`config.mk`:
```
export PLATFORM = sky130hd
export DESIGN_NAME = ifetch
export DESIGN_NICKNAME = d
export VERILOG_FILES = /design/src/rtl/ifetch_pkg.sv /design/src/rtl/ifetch_buf.sv /design/src/rtl/ifetch.sv
export SDC_FILE = /design/constraint.sdc
export NUM_CORES = 1
export LEC_CHECK = 0
export ABC_CLOCK_PERIOD_IN_PS = 7000
export CORE_MARGIN = 1.5
export CORE_UTILIZATION = 45
export CTS_CLUSTER_SIZE = 20
export DETAILED_ROUTE_END_ITERATION = 8
export GPL_ROUTABILITY_DRIVEN = 0
export PLACE_DENSITY = 0.77
export SETUP_SLACK_MARGIN = 0.2
export SYNTH_ARGS = -nofsm -noshare
export SYNTH_HDL_FRONTEND = slang
export SYNTH_SLANG_ARGS = --single-unit
```
`constraint.sdc`:
```
create_clock -name clk -period 7 [get_ports clk]
set_clock_uncertainty 0.05 [all_clocks]
set_input_delay 2.1 -clock clk [delete_from_list [all_inputs] [get_ports clk]]
set_output_delay 2.1 -clock clk [all_outputs]
set_load 0.005 [all_outputs]
```
`src/rtl/ifetch_pkg.sv`:
```
// ifetch_pkg: shared types and constants for the instruction-fetch stage
//   XLEN           : machine word / address width
//   PC_STEP        : sequential fetch increment
//   ifetch_entry_t : one fetch-buffer slot {pc, instr, filled}
package ifetch_pkg;
    localparam int XLEN = 32;
    localparam logic [XLEN-1:0] PC_STEP = 32'd4;

    typedef struct packed {
        logic [XLEN-1:0] pc;
        logic [XLEN-1:0] instr;
        logic            filled;
    } ifetch_entry_t;
endpackage

```
`src/rtl/ifetch_buf.sv`:
```
// ifetch_buf: in-order ring of fetch entries
//   clk, reset          : clock, synchronous active-high reset
//   alloc, alloc_pc     : claim the tail entry (unfilled) for a request at alloc_pc
//   fill, fill_data     : write an instruction into the oldest unfilled entry
//   pop                 : consume the head entry when it is filled
//   flush               : drop every entry
//   head                : current head entry
//   count, pend         : allocated entries / allocated entries still awaiting data
module ifetch_buf
    import ifetch_pkg::*;
#(
    parameter int DEPTH = 4,
    localparam int AW = $clog2(DEPTH),
    localparam int CW = AW + 1
) (
    input  logic            clk,
    input  logic            reset,
    input  logic            alloc,
    input  logic [XLEN-1:0] alloc_pc,
    input  logic            fill,
    input  logic [XLEN-1:0] fill_data,
    input  logic            pop,
    input  logic            flush,
    output ifetch_entry_t   head,
    output logic [CW-1:0]   count,
    output logic [CW-1:0]   pend
);
    ifetch_entry_t ents [DEPTH];
    logic [AW-1:0] hd, tl, fp;
    logic do_fill, do_pop;

    assign head = ents[hd];
    // A fill with nothing pending would corrupt a free slot, so it is ignored.
    assign do_fill = fill && pend != '0;
    assign do_pop = pop && ents[hd].filled;

    // Alloc (tail), fill (fp) and pop (hd) never hit the same slot in one cycle:
    // tail is always free, fp is always unfilled, and hd is popped only when filled.
    always_ff @(posedge clk) begin
        if (reset || flush) begin
            for (int i = 0; i < DEPTH; i++) ents[i] <= '0;
            hd <= '0;
            tl <= '0;
            fp <= '0;
            count <= '0;
            pend <= '0;
        end else begin
            if (alloc) begin
                ents[tl] <= '{pc: alloc_pc, instr: '0, filled: 1'b0};
                tl <= tl + AW'(1);
            end
            if (do_fill) begin
                ents[fp].instr <= fill_data;
                ents[fp].filled <= 1'b1;
                fp <= fp + AW'(1);
            end
            if (do_pop) begin
                ents[hd].filled <= 1'b0;
                hd <= hd + AW'(1);
            end
            count <= count + CW'(alloc) - CW'(do_pop);
            pend <= pend + CW'(alloc) - CW'(do_fill);
        end
    end
endmodule

```
`src/rtl/ifetch.sv`:
```
// ifetch: instruction-fetch stage around the pc register (optional macro IFETCH_ALIGN_CHECK_EN)
//   clk, reset            : clock, synchronous active-high reset
//   pc / next_pc          : current pc and the value the pc register loads next
//   redirect_valid/_pc    : branch/jump/trap redirect from execute
//   imem_req_*            : in-order read requests at pc
//   imem_resp_*           : in-order read responses, latency >= 1
//   if_valid/_ready       : handshake toward decode carrying if_instr/if_pc
//   if_misaligned         : sticky misaligned-redirect flag (IFETCH_ALIGN_CHECK_EN only)
module ifetch
    import ifetch_pkg::*;
#(
    parameter logic [XLEN-1:0] RESET_PC = 32'h0000_0000,
    parameter int BUF_DEPTH = 4
) (
    input  logic            clk,
    input  logic            reset,
    input  logic [XLEN-1:0] pc,
    output logic [XLEN-1:0] next_pc,
    input  logic            redirect_valid,
    input  logic [XLEN-1:0] redirect_pc,
    output logic            imem_req_valid,
    input  logic            imem_req_ready,
    output logic [XLEN-1:0] imem_req_addr,
    input  logic            imem_resp_valid,
    input  logic [XLEN-1:0] imem_resp_data,
    output logic            if_valid,
    input  logic            if_ready,
    output logic [XLEN-1:0] if_instr,
    output logic [XLEN-1:0] if_pc
`ifdef IFETCH_ALIGN_CHECK_EN
    ,
    output logic            if_misaligned
`endif
);
    localparam int CW = $clog2(BUF_DEPTH) + 1;

    ifetch_entry_t head;
    logic [CW-1:0] count, pend, drop;
    logic [CW:0] used;
    logic [XLEN-1:0] target;
    logic halt, fire, drop_hit;

`ifdef IFETCH_ALIGN_CHECK_EN
    logic misaligned;
    assign target = redirect_pc;
    assign halt = misaligned;
    assign if_misaligned = misaligned;
    always_ff @(posedge clk)
        misaligned <= reset ? 1'b0 : redirect_valid ? |redirect_pc[1:0] : misaligned;
`else
    assign target = redirect_pc & ~(PC_STEP - 32'd1);
    assign halt = 1'b0;
`endif

    // Outstanding requests that will still return data occupy capacity too.
    assign used = {1'b0, count} + {1'b0, drop};
    assign imem_req_valid = !reset && !redirect_valid && !halt && used < (CW+1)'(BUF_DEPTH);
    assign imem_req_addr = pc;
    assign fire = imem_req_valid && imem_req_ready;
    assign next_pc = reset ? RESET_PC : redirect_valid ? target : fire ? pc + PC_STEP : pc;
    assign drop_hit = imem_resp_valid && drop != '0;

    // On a redirect every unfilled entry becomes a response to discard; a
    // response landing in that same cycle is itself discarded right away.
    always_ff @(posedge clk) begin
        if (reset)
            drop <= '0;
        else if (redirect_valid)
            drop <= drop + pend - CW'(imem_resp_valid && (drop != '0 || pend != '0));
        else
            drop <= drop - CW'(drop_hit);
    end

    ifetch_buf #(.DEPTH(BUF_DEPTH)) u_buf (
        .clk       (clk),
        .reset     (reset),
        .alloc     (fire),
        .alloc_pc  (pc),
        .fill      (imem_resp_valid && drop == '0 && !redirect_valid),
        .fill_data (imem_resp_data),
        .pop       (if_ready),
        .flush     (redirect_valid),
        .head      (head),
        .count     (count),
        .pend      (pend)
    );

    assign if_valid = !reset && head.filled;
    assign if_instr = reset ? '0 : head.instr;
    assign if_pc = reset ? '0 : head.pc;
endmodule

```
==> impl_metrics.yaml <==
global_routing:
  grt_max_degree: 68
  grt_pass1_vias: 10235
  grt_pass1_wl_mm: 57.8
  grt.overflow.total: 0
  grt_usage_pct: 23.0
  antenna_found_initial: 1
power_and_ir_drop:
  finalPower_mw: 3.97
  ir_drop_mv: 0.184
  power.static_leakage_nw: 6.81
  powerDensity_nw_per_um2: 218
critical_path:
  ff2ff_setup_slack_ps: 3620
  critPathLaunchType: "input pin"
  r2r_end: "u_buf.count[2]"
  crit_type: "in2out"
  cp.required_ps: 4850
  setup.worst_path.end_class: "output pin"
  reg2reg_depth: 11
  critPathMaxFanout: 11
  worstPathArrival_ps: 4570
cts:
  cts_tree: "yes"
  clk_pin_slew_ps: 60
  numCtsBuffers: 29
  clk_latency_ps: 560
  cts_hold_buf: 0
  htree_levels: 1
  cts_root_buf: "clkbuf_16"
  cts.sinks: 277
  cts_max_path_buffers: 3
final_layout:
  fillers: 2527
  fin_util_pct: 57.5
  final_cell_mix: "and2_1, edfxtp_1, clkdlybuf4s50_1"
  area_growth_pct: 25.5
  drive_above_1_share_pct: 15.2
  num-nets-final: 1451
timing:
  slew_violations: 0
  max_freq_mhz: 149
  rsz0062_at_grt: "true"
  finalHoldViolCount: 0
  max_slew_margin_pct: 29.7
  tns_ps: 0
  worst_slack_ps: 277
  fin_crit_sh_pct: 96.0
  min_period_ps: 6720
  setup_violations: 0
  worstMarginPinSlew_ps: 1050
floorplan:
  die_height_um: 182
  initial_utilization_pct: 45.8
  fp.coreArea_um2: 31600
  pin_count: 232
  die_width_um: 182
  row_count: 65
  dieArea_um2: 33300
placement:
  pre_cts_ws_ps: 127
  port_buffers: 229
  hpwl_mm: 24.5
synth:
  synth_cell_type_count: 59
  synth_area_leaders: "edfxtp_1, and2_1, mux4_2"
  async_flop_share_pct: 0
  yosysWarningCount: 0
  yosysTopAreaCellShare_pct: 53.0
  synth_seq_area_share_pct: 55.9
  synth_top_area_cell: "edfxtp_1"
  post_synth_inst_count: 1116
  synth_nets: 1241
  ys_ff_latch: 277
  synth_edf_count: 256
  avgSynthCellArea_um2: 13.0
  synthFlopType: "edfxtp_1"
  syn_area_um2: 14500
routing:
  wl_mm: 38.5
  post_drt_wl_per_cell_um: 22.0
  drtPass1Iterations: 5
  drt_iter0_markers: 991
  antenna_left: 0
  routed_via_density: 5.75
  drc: 0
  num_vias: 10046
worst_hold_path:
  whs_endpoint: "u_buf.ents[3][0]"
  hp-start: "u_buf.ents[3][0]"
  holdPathStages: 2
  hp-class: "reg2reg"
run_status:
  status: "completed"
run:
  cap_viol_max_count: 0
[where the power goes]
group          total (mW)  leakage, nW  switching, mW  internal [mW]
Sequential           1.92         3.03         0.0277           1.89
Clock                1.53        0.459          0.633          0.899
Combinational       0.517         3.32          0.267          0.251
Total                3.97         6.81          0.927           3.04
[worst max-delay path, cell delays in order]
cell             delay [ps]
clkdlybuf4s50_1         490
nor3b_4                 260
nand3_4                 240
or4_1                   580
a311oi_1                320
clkdlybuf4s50_1         570
[what timing repair did]
item,4_1_cts,5_1_grt
gates resized for setup,5,6
pin swaps,1,0
setup endpoints to repair,9,12
buffers inserted,1,0
cloned,1,0
[worst max-delay path by stage]
stage                   startpoint                 to  slack [ps]  cells past startpoint
floorplan           redirect_valid  u_buf.ents[2][33]        1090                      7
finish              imem_req_ready         next_pc[7]         280                      6
global placement             pc[5]        next_pc[13]         150                      6
CTS                 redirect_valid        next_pc[17]         210                      7
global route        imem_req_ready         next_pc[7]         200                      6
detailed placement           pc[5]        next_pc[19]         130                      7
[synthesized netlist by cell type, drive strengths merged, types with 2 or more instances]
master and number:
or3 9, a21oi 8, clkbuf 61, mux2i 4
fa 3, mux4 65, a211oi 7, and2 257
a311oi 15, or2 2, nor2 48, nand2b 3
nand3 12, or4 10, a2bb2oi 4, and4 14
a2111oi 4, a31oi 2, nand4 19, nor2b 71
o21ai 3, xnor2 7, dfxtp 21, nor3 21
a32oi 4, nor4 12, inv 33, edfxtp 256
ha 20, xor2 3, nand2 24, o211ai 6
nor3b 2, buf 56, o311ai 2, and3 7
o31ai 14
[sequential cells by signal (all words and copies together), names as in the netlist, named ones only]
signal / flops
u_buf.hd: 2
u_buf.tl: 2
drop: 3
u_buf.fp: 2
u_buf.pend: 3
u_buf.ents: 260
u_buf.count: 3
[cell families (layout without fill, tap and decap cells)]
| kind of cell | Yosys count | after routing | share of synthesized area, % |
|---|---|---|---|
| buffers and inverters | 150 | 378 | 5.03 |
| adder cells (fa/ha/maj) | 23 | 23 | 2.14 |
| flip-flops | 277 | 277 | 55.9 |
| other | 0 | 1 | 0 |
| XOR/XNOR | 11 | 11 | 0.768 |
| AO/OA/AOI/OAI | 70 | 70 | 3.71 |
| AND/OR/NAND/NOR | 516 | 517 | 22.0 |
| multiplexers | 69 | 69 | 10.4 |
[through the flow]
stage | instance area [um^2] | instances | hold WS (ps)
3_3_place_gp | 17200 | 1695 | 450
4_1_cts | 18200 | 1747 | 488
6_report | 18200 | 1748 | 488
2_1_floorplan | 14500 | 1116 | 429
5_1_grt | 18200 | 1747 | 530
3_5_place_dp | 17200 | 1695 | 468
[routing by layer]
layer | vias to the layer above | global-route usage [%] | share of wire [%]
li1 | 4476 | - | -
met2 | 454 | 39.8 | 50
met5 | - | 0 | 0
met3 | 92 | 4.41 | 7.9
met4 | 0 | 8.50 | 3.5
met1 | 5024 | 28.7 | 39
[cell type report]
| type | count | area, um^2 | area share [%] |
|---|---|---|---|
| clock inverters | 14 | 156 | 0.860 |
| diodes | 1 | 2.50 | 0.0138 |
| well taps | 402 | 503 | 2.77 |
| multi-input cells | 690 | 5710 | 31.4 |
| clock buffers | 36 | 782 | 4.30 |
| repair buffers | 295 | 2790 | 15.4 |
| inverters | 33 | 124 | 0.681 |
| flip-flops and latches | 277 | 8120 | 44.6 |
No activity file was read; power rests on OpenSTA's default activity.
